### src/rtl/bf0_fetch_hazard.sv
// IF stage and IF/ID buffer with load-use stall/bubble and MEM-branch flush.
// Optional build macro BF0_STALL_COUNT_EN adds a saturating stall/flush counter port.
module bf0_fetch_hazard #(
    parameter int PC_W     = 8,
    parameter int PC_INC   = 4,
    parameter int RESET_PC = 0
) (
    input  logic            clk_BF0,
    input  logic            rst_n_BF0,
    input  logic [31:0]     instr_IN,
    input  logic            hold_IN,
    input  logic            branch_taken_IN,
    input  logic [PC_W-1:0] branch_target_IN,
    input  logic            idex_memread_IN,
    input  logic [4:0]      idex_rt_IN,
    output logic [PC_W-1:0] pc_BF0,
    output logic [31:0]     instr_BF0,
    output logic [PC_W-1:0] nextInst_BF0,
    output logic            valid_BF0,
    output logic            bubble_BF0,
    output logic [1:0]      state_BF0
`ifdef BF0_STALL_COUNT_EN
    ,
    output logic [15:0]     stall_cnt_BF0
`endif
);

    typedef enum logic [1:0] {
        ST_FILL  = 2'd0,
        ST_RUN   = 2'd1,
        ST_STALL = 2'd2,
        ST_FLUSH = 2'd3
    } state_t;

    state_t          r_state, w_state_next;
    logic [PC_W-1:0] r_pc, w_pc_next;
    logic [31:0]     r_instr, w_instr_next;
    logic [PC_W-1:0] r_next_inst, w_next_inst_next;
    logic            r_valid, w_valid_next;

    logic [PC_W-1:0] w_pc_inc;
    logic [5:0]      w_opcode;
    logic            w_uses_rt;
    logic            w_hazard;

    assign w_pc_inc = r_pc + PC_W'(PC_INC);
    assign w_opcode = r_instr[31:26];

    // Only these formats read rt as a source; lw and I-type ALU ops write it.
    always_comb begin
        w_uses_rt = 1'b0;
        case (w_opcode)
            6'h00, 6'h04, 6'h05, 6'h2B: w_uses_rt = 1'b1;
            default:                    w_uses_rt = 1'b0;
        endcase
    end

    assign w_hazard = r_valid & idex_memread_IN & (idex_rt_IN != 5'd0) &
                      ((idex_rt_IN == r_instr[25:21]) |
                       (w_uses_rt & (idex_rt_IN == r_instr[20:16])));

    assign bubble_BF0 = w_hazard & ~hold_IN & ~branch_taken_IN;

    always_comb begin
        w_state_next     = r_state;
        w_pc_next        = r_pc;
        w_instr_next     = r_instr;
        w_next_inst_next = r_next_inst;
        w_valid_next     = r_valid;
        if (hold_IN) begin
            w_state_next = r_state;
        end else if (branch_taken_IN) begin
            w_pc_next        = branch_target_IN;
            w_instr_next     = 32'd0;
            w_next_inst_next = '0;
            w_valid_next     = 1'b0;
            w_state_next     = ST_FLUSH;
        end else if (w_hazard) begin
            w_state_next = ST_STALL;
        end else begin
            w_pc_next        = w_pc_inc;
            w_instr_next     = instr_IN;
            w_next_inst_next = w_pc_inc;
            w_valid_next     = 1'b1;
            w_state_next     = ST_RUN;
        end
    end

    always_ff @(posedge clk_BF0) begin
        if (!rst_n_BF0) begin
            r_state     <= ST_FILL;
            r_pc        <= PC_W'(RESET_PC);
            r_instr     <= 32'd0;
            r_next_inst <= '0;
            r_valid     <= 1'b0;
        end else begin
            r_state     <= w_state_next;
            r_pc        <= w_pc_next;
            r_instr     <= w_instr_next;
            r_next_inst <= w_next_inst_next;
            r_valid     <= w_valid_next;
        end
    end

    assign pc_BF0       = r_pc;
    assign instr_BF0    = r_instr;
    assign nextInst_BF0 = r_next_inst;
    assign valid_BF0    = r_valid;
    assign state_BF0    = r_state;

`ifdef BF0_STALL_COUNT_EN
    logic [15:0] r_stall_cnt;
    logic        w_cnt_evt;

    assign w_cnt_evt = bubble_BF0 | (branch_taken_IN & ~hold_IN);

    always_ff @(posedge clk_BF0) begin
        if (!rst_n_BF0) begin
            r_stall_cnt <= 16'd0;
        end else if (w_cnt_evt && (r_stall_cnt != 16'hFFFF)) begin
            r_stall_cnt <= r_stall_cnt + 16'd1;
        end
    end

    assign stall_cnt_BF0 = r_stall_cnt;
`endif

`ifndef SYNTHESIS
    // The bubble must have cleared MemRead in ID/EX, so a repeat hazard out of STALL is a bug upstream.
    always_ff @(posedge clk_BF0) begin
        if (rst_n_BF0 && (r_state == ST_STALL) && !hold_IN && !branch_taken_IN) begin
            assert (!w_hazard)
                else $error("bf0_fetch_hazard: consecutive load-use hazard in STALL");
        end
    end
`endif

endmodule

### config.mk
export PLATFORM = sky130hd
export DESIGN_NAME = bf0_fetch_hazard
export DESIGN_NICKNAME = d
export VERILOG_FILES = /design/src/rtl/bf0_fetch_hazard.sv
export SDC_FILE = /design/constraint.sdc
export NUM_CORES = 1
export LEC_CHECK = 0
export ABC_CLOCK_PERIOD_IN_PS = 2700
export CAP_MARGIN = 20
export CORE_MARGIN = 5
export CORE_UTILIZATION = 41
export CTS_CLUSTER_DIAMETER = 150
export DETAILED_ROUTE_END_ITERATION = 10
export PLACE_DENSITY = 0.78
export SYNTH_ARGS = -nofsm -noshare
export SYNTH_HDL_FRONTEND = slang
export SYNTH_SLANG_ARGS = --single-unit
export TNS_END_PERCENT = 5
### constraint.sdc
create_clock -name clk_BF0 -period 2.7 [get_ports clk_BF0]
set_input_delay 0.27 -clock clk_BF0 [delete_from_list [all_inputs] [get_ports clk_BF0]]
set_output_delay 0.27 -clock clk_BF0 [all_outputs]
set_load 0.02 [all_outputs]
==> summary.txt, run 1 <==
Clock tree
  – Clk_lat worst skew: around 0.3 ns
  – Num CTS Buffers: 5
  – CTS H-tree depth: 2
  – CTS Hold Bufs: 0
  – Number of post-CTS setup repair buffers: 0
  – TritonCTS clock tree: done
  – Clock buffer depth: 2
  – Clk root buf: clkbuf_8
  – Worst-path clk slew: 0.09 ns
  – Clock sink count: 51

Logic synthesis
  – Synth Net Count: 251
  – Number of synthesized flops with an enable pin: 0
  – Asr flop ratio synth: 0
  – Syn. warnings: 0
  – Unique masters post-synth: 41
  – Avg Inst Size Synth: 10.7 um^2
  – Dominant synthesized flop cell: dfxtp_1
  – Synth Cell Area: 0.00214 mm^2
  – Sequential element share of the synthesized area: 0.477
  – Seq cells post-synth: roughly 50
  – Post-synthesis cell count: 200

Timing
  – Hold slack: 0.466 ns
  – Final setup fails: 0
  – Final period util: 0.903
  – Slew Viols, Final: 0
  – Fmax: a little over 400 MHz
  – Slew @ Worst Pin: 0.685 ns
  – Crit path time final: 2.44 ns
  – Skew final: 0.00687 ns
  – RSZ-0062 raised after global routing: false
  – Final worst slack: approximately 0.26 ns
  – Final Hold Vio Count: 0
  – Worst rel slew slack: 0.544

Global routing
  – Number of global-route vias before repair: 2090
  – First-pass GRT wire length: 9.49 mm
  – Largest net degree at the start of global routing: 44
  – GR Overflow Total: 0
  – Antenna violations before repair: 0
  – GRT Overall Usage: 0.181

Power and ir drop
  – Design Power: 1.66 mW
  – Leakage power: 1.27 nW
  – VDD IR-drop max: between 0.3 and 0.4 mV
  – Pwr dens: between 400 and 500 mW/mm^2

Setup path
  – FF-to-FF setup slack: 0.53 ns
  – Worst Path Required: 2.43 ns
  – Crit start category: primary input
  – Critical Path Sink Type: output port
  – Worst path arrival time: around 2.2 ns
  – Kind of critical path: primary input to output port
  – Worst-path maximum fanout: 3

Detailed routing
  – Drt pass-1 iters: 4
  – Wire length per cell: about 16 um
  – Final WL: around 6 mm
  – DR DRC count: 0
  – DR iter-0 viols: around 140
  – Antenna-violating nets left: 0
  – Vias per cell: between 5 and 6
  – DR vias: 2004

Outcome
  – Status: complete, no violations

Final layout
  – Number of fillers in the final layout: 420
  – Antenna diodes: 0
  – Most frequent cells in the layout: 99 x clkdlybuf4s50_1, 51 x dfxtp_1, 35 x a32o_1
  – Final core utilization: 0.654
  – Final instance area: 0.00334 mm^2
  – Multi-input gate area: 995 um^2
  – Register area: 0.00102 mm^2
  – Final #Nets: 355
  – Area delta synth->final: 55.9%
  – Commonest non-fill, non-tap cell in the layout: clkdlybuf4s50_1
  – Fraction of layout instances using a drive strength above 1: 0.0918

Placement
  – Hpwl dp: 4.45 mm
  – # port buffers: 101
  – Placed cell area: ~0.0032 mm^2
  – Routability Congestion: approximately 0.83
  – Place WS: -0.0107 ns

Floorplanning
  – Initial Util: 0.419
  – IO Pins: 102
  – Die area: 0.00677 mm^2
  – Die width: 82.3 um
  – Die Y: between 80 and 90 um
  – # rows: 26
  – Core Footprint: 0.00511 mm^2

Hold path
  – Hold/Removal Path Class: flip-flop to flip-flop

Job
  – Max Cap Viol: 0
==> state kept, by name, indices dropped and copies added, names as in the netlist <==
signal / count
valid_BF0: 1
nextInst_BF0: 8
state_BF0: 2
instr_BF0: 32
pc_BF0: 8
==> what timing repair did <==
item	in CTS	in global routing
gates resized for setup	1	0
setup endpoints to repair	1	0
hold endpoints to repair	0	0
==> routing by layer <==
layer / share of wire / track usage / wire length (um) / vias to the layer above
li1: - / - / - / 975
met1: 0.40 / 0.206 / 2410 / 948
met2: 0.49 / 0.311 / 2920 / 75
met3: 0.10 / 0.0781 / 600 / 6
met4: 0.0092 / 0.0415 / 55 / 0
met5: 0 / 0 / 0 / -
==> layout make-up <==
cell class / count / area share
sequential: 51 / 0.306
inverter: 3 / 0.00337
timing repair buffer: 115 / 0.332
clock inverter: 3 / 0.0139
clock buffer: 5 / 0.0206
tap: 70 / 0.0262
multi-input combinational: 128 / 0.298
==> critical path: stages <==
cell	delay, ns
clkdlybuf4s50_1	0.43
or3_1	0.38
o311a_1	0.33
o2111a_2	0.18
nor2_1	0.17
nor3_1	0.08
dlygate4sd2_1	0.32
==> cells in the mapped netlist, drive strengths merged, types with 2 or more instances <==
library cell / n / share of area
o211ai: 2 / 0.0070
and3: 3 / 0.0088
nand3: 8 / 0.019
nand2: 16 / 0.028
xor2: 12 / 0.049
mux2i: 7 / 0.033
o22ai: 2 / 0.0058
nor3: 4 / 0.015
clkbuf: 10 / 0.018
buf: 8 / 0.036
xnor2: 2 / 0.0082
nor4: 2 / 0.0058
nor4b: 2 / 0.0082
nand2b: 2 / 0.0058
nor2: 5 / 0.0088
o31ai: 2 / 0.0070
a41oi: 2 / 0.0082
a32o: 35 / 0.16
o21ai: 3 / 0.0070
dfxtp: 51 / 0.48
inv: 3 / 0.0053
nor2b: 2 / 0.0058
==> path summary, 6_finish.rpt <==
path,start,to,depth (start not counted)
worst max-delay path,idex_rt_IN[2],bubble_BF0,7
worst min-delay path,nextInst_BF0[7]$_SDFFE_PN0P_,nextInst_BF0[7]$_SDFFE_PN0P_,2
worst max register to register,instr_BF0[17]$_SDFFE_PN0P_,nextInst_BF0[6]$_SDFFE_PN0P_,7
worst min register to register,nextInst_BF0[7]$_SDFFE_PN0P_,nextInst_BF0[7]$_SDFFE_PN0P_,2
==> kinds of logic (layout without fill, tap and decap cells) <==
logic type | count (synthesis) | after routing | share of synthesized area
AO/OA/AOI/OAI | 55 | 55 | 0.239
XOR/XNOR | 14 | 14 | 0.0572
adder cells (fa/ha/maj) | 1 | 1 | 0.00584
buffers and inverters | 21 | 126 | 0.0590
flip-flops | 51 | 51 | 0.477
multiplexers | 8 | 8 | 0.0380
AND/OR/NAND/NOR | 50 | 50 | 0.124
==> report_power, final <==
group | internal [mW] | switching [mW] | leakage [nW] | total, mW
clock | 0.279 | 0.262 | 0.0548 | 0.542
combinational | 0.168 | 0.139 | 0.794 | 0.307
sequential | 0.786 | 0.0280 | 0.417 | 0.814
total | 1.23 | 0.429 | 1.27 | 1.66
==> stage by stage <==
step / TNS, ns / std cells
after global routing: 0 / 375
after global placement: 0 / 367
final: 0 / 375
after floorplan: 0 / 200
after detailed placement: -0.0107 / 367
after CTS: 0 / 375
Power figures use the tool's default switching activity.
==> run 2: changes to the inputs <==
--- a/config.mk
+++ b/config.mk
@@ -10,6 +10,7 @@
 export CORE_MARGIN = 5
 export CORE_UTILIZATION = 41
 export CTS_CLUSTER_DIAMETER = 150
+export CTS_CLUSTER_SIZE = 16
 export DETAILED_ROUTE_END_ITERATION = 10
 export PLACE_DENSITY = 0.78
 export SYNTH_ARGS = -nofsm -noshare
==> results of run 2 <==
No change in the layout: final DEF, timing and power equal those of run 1.
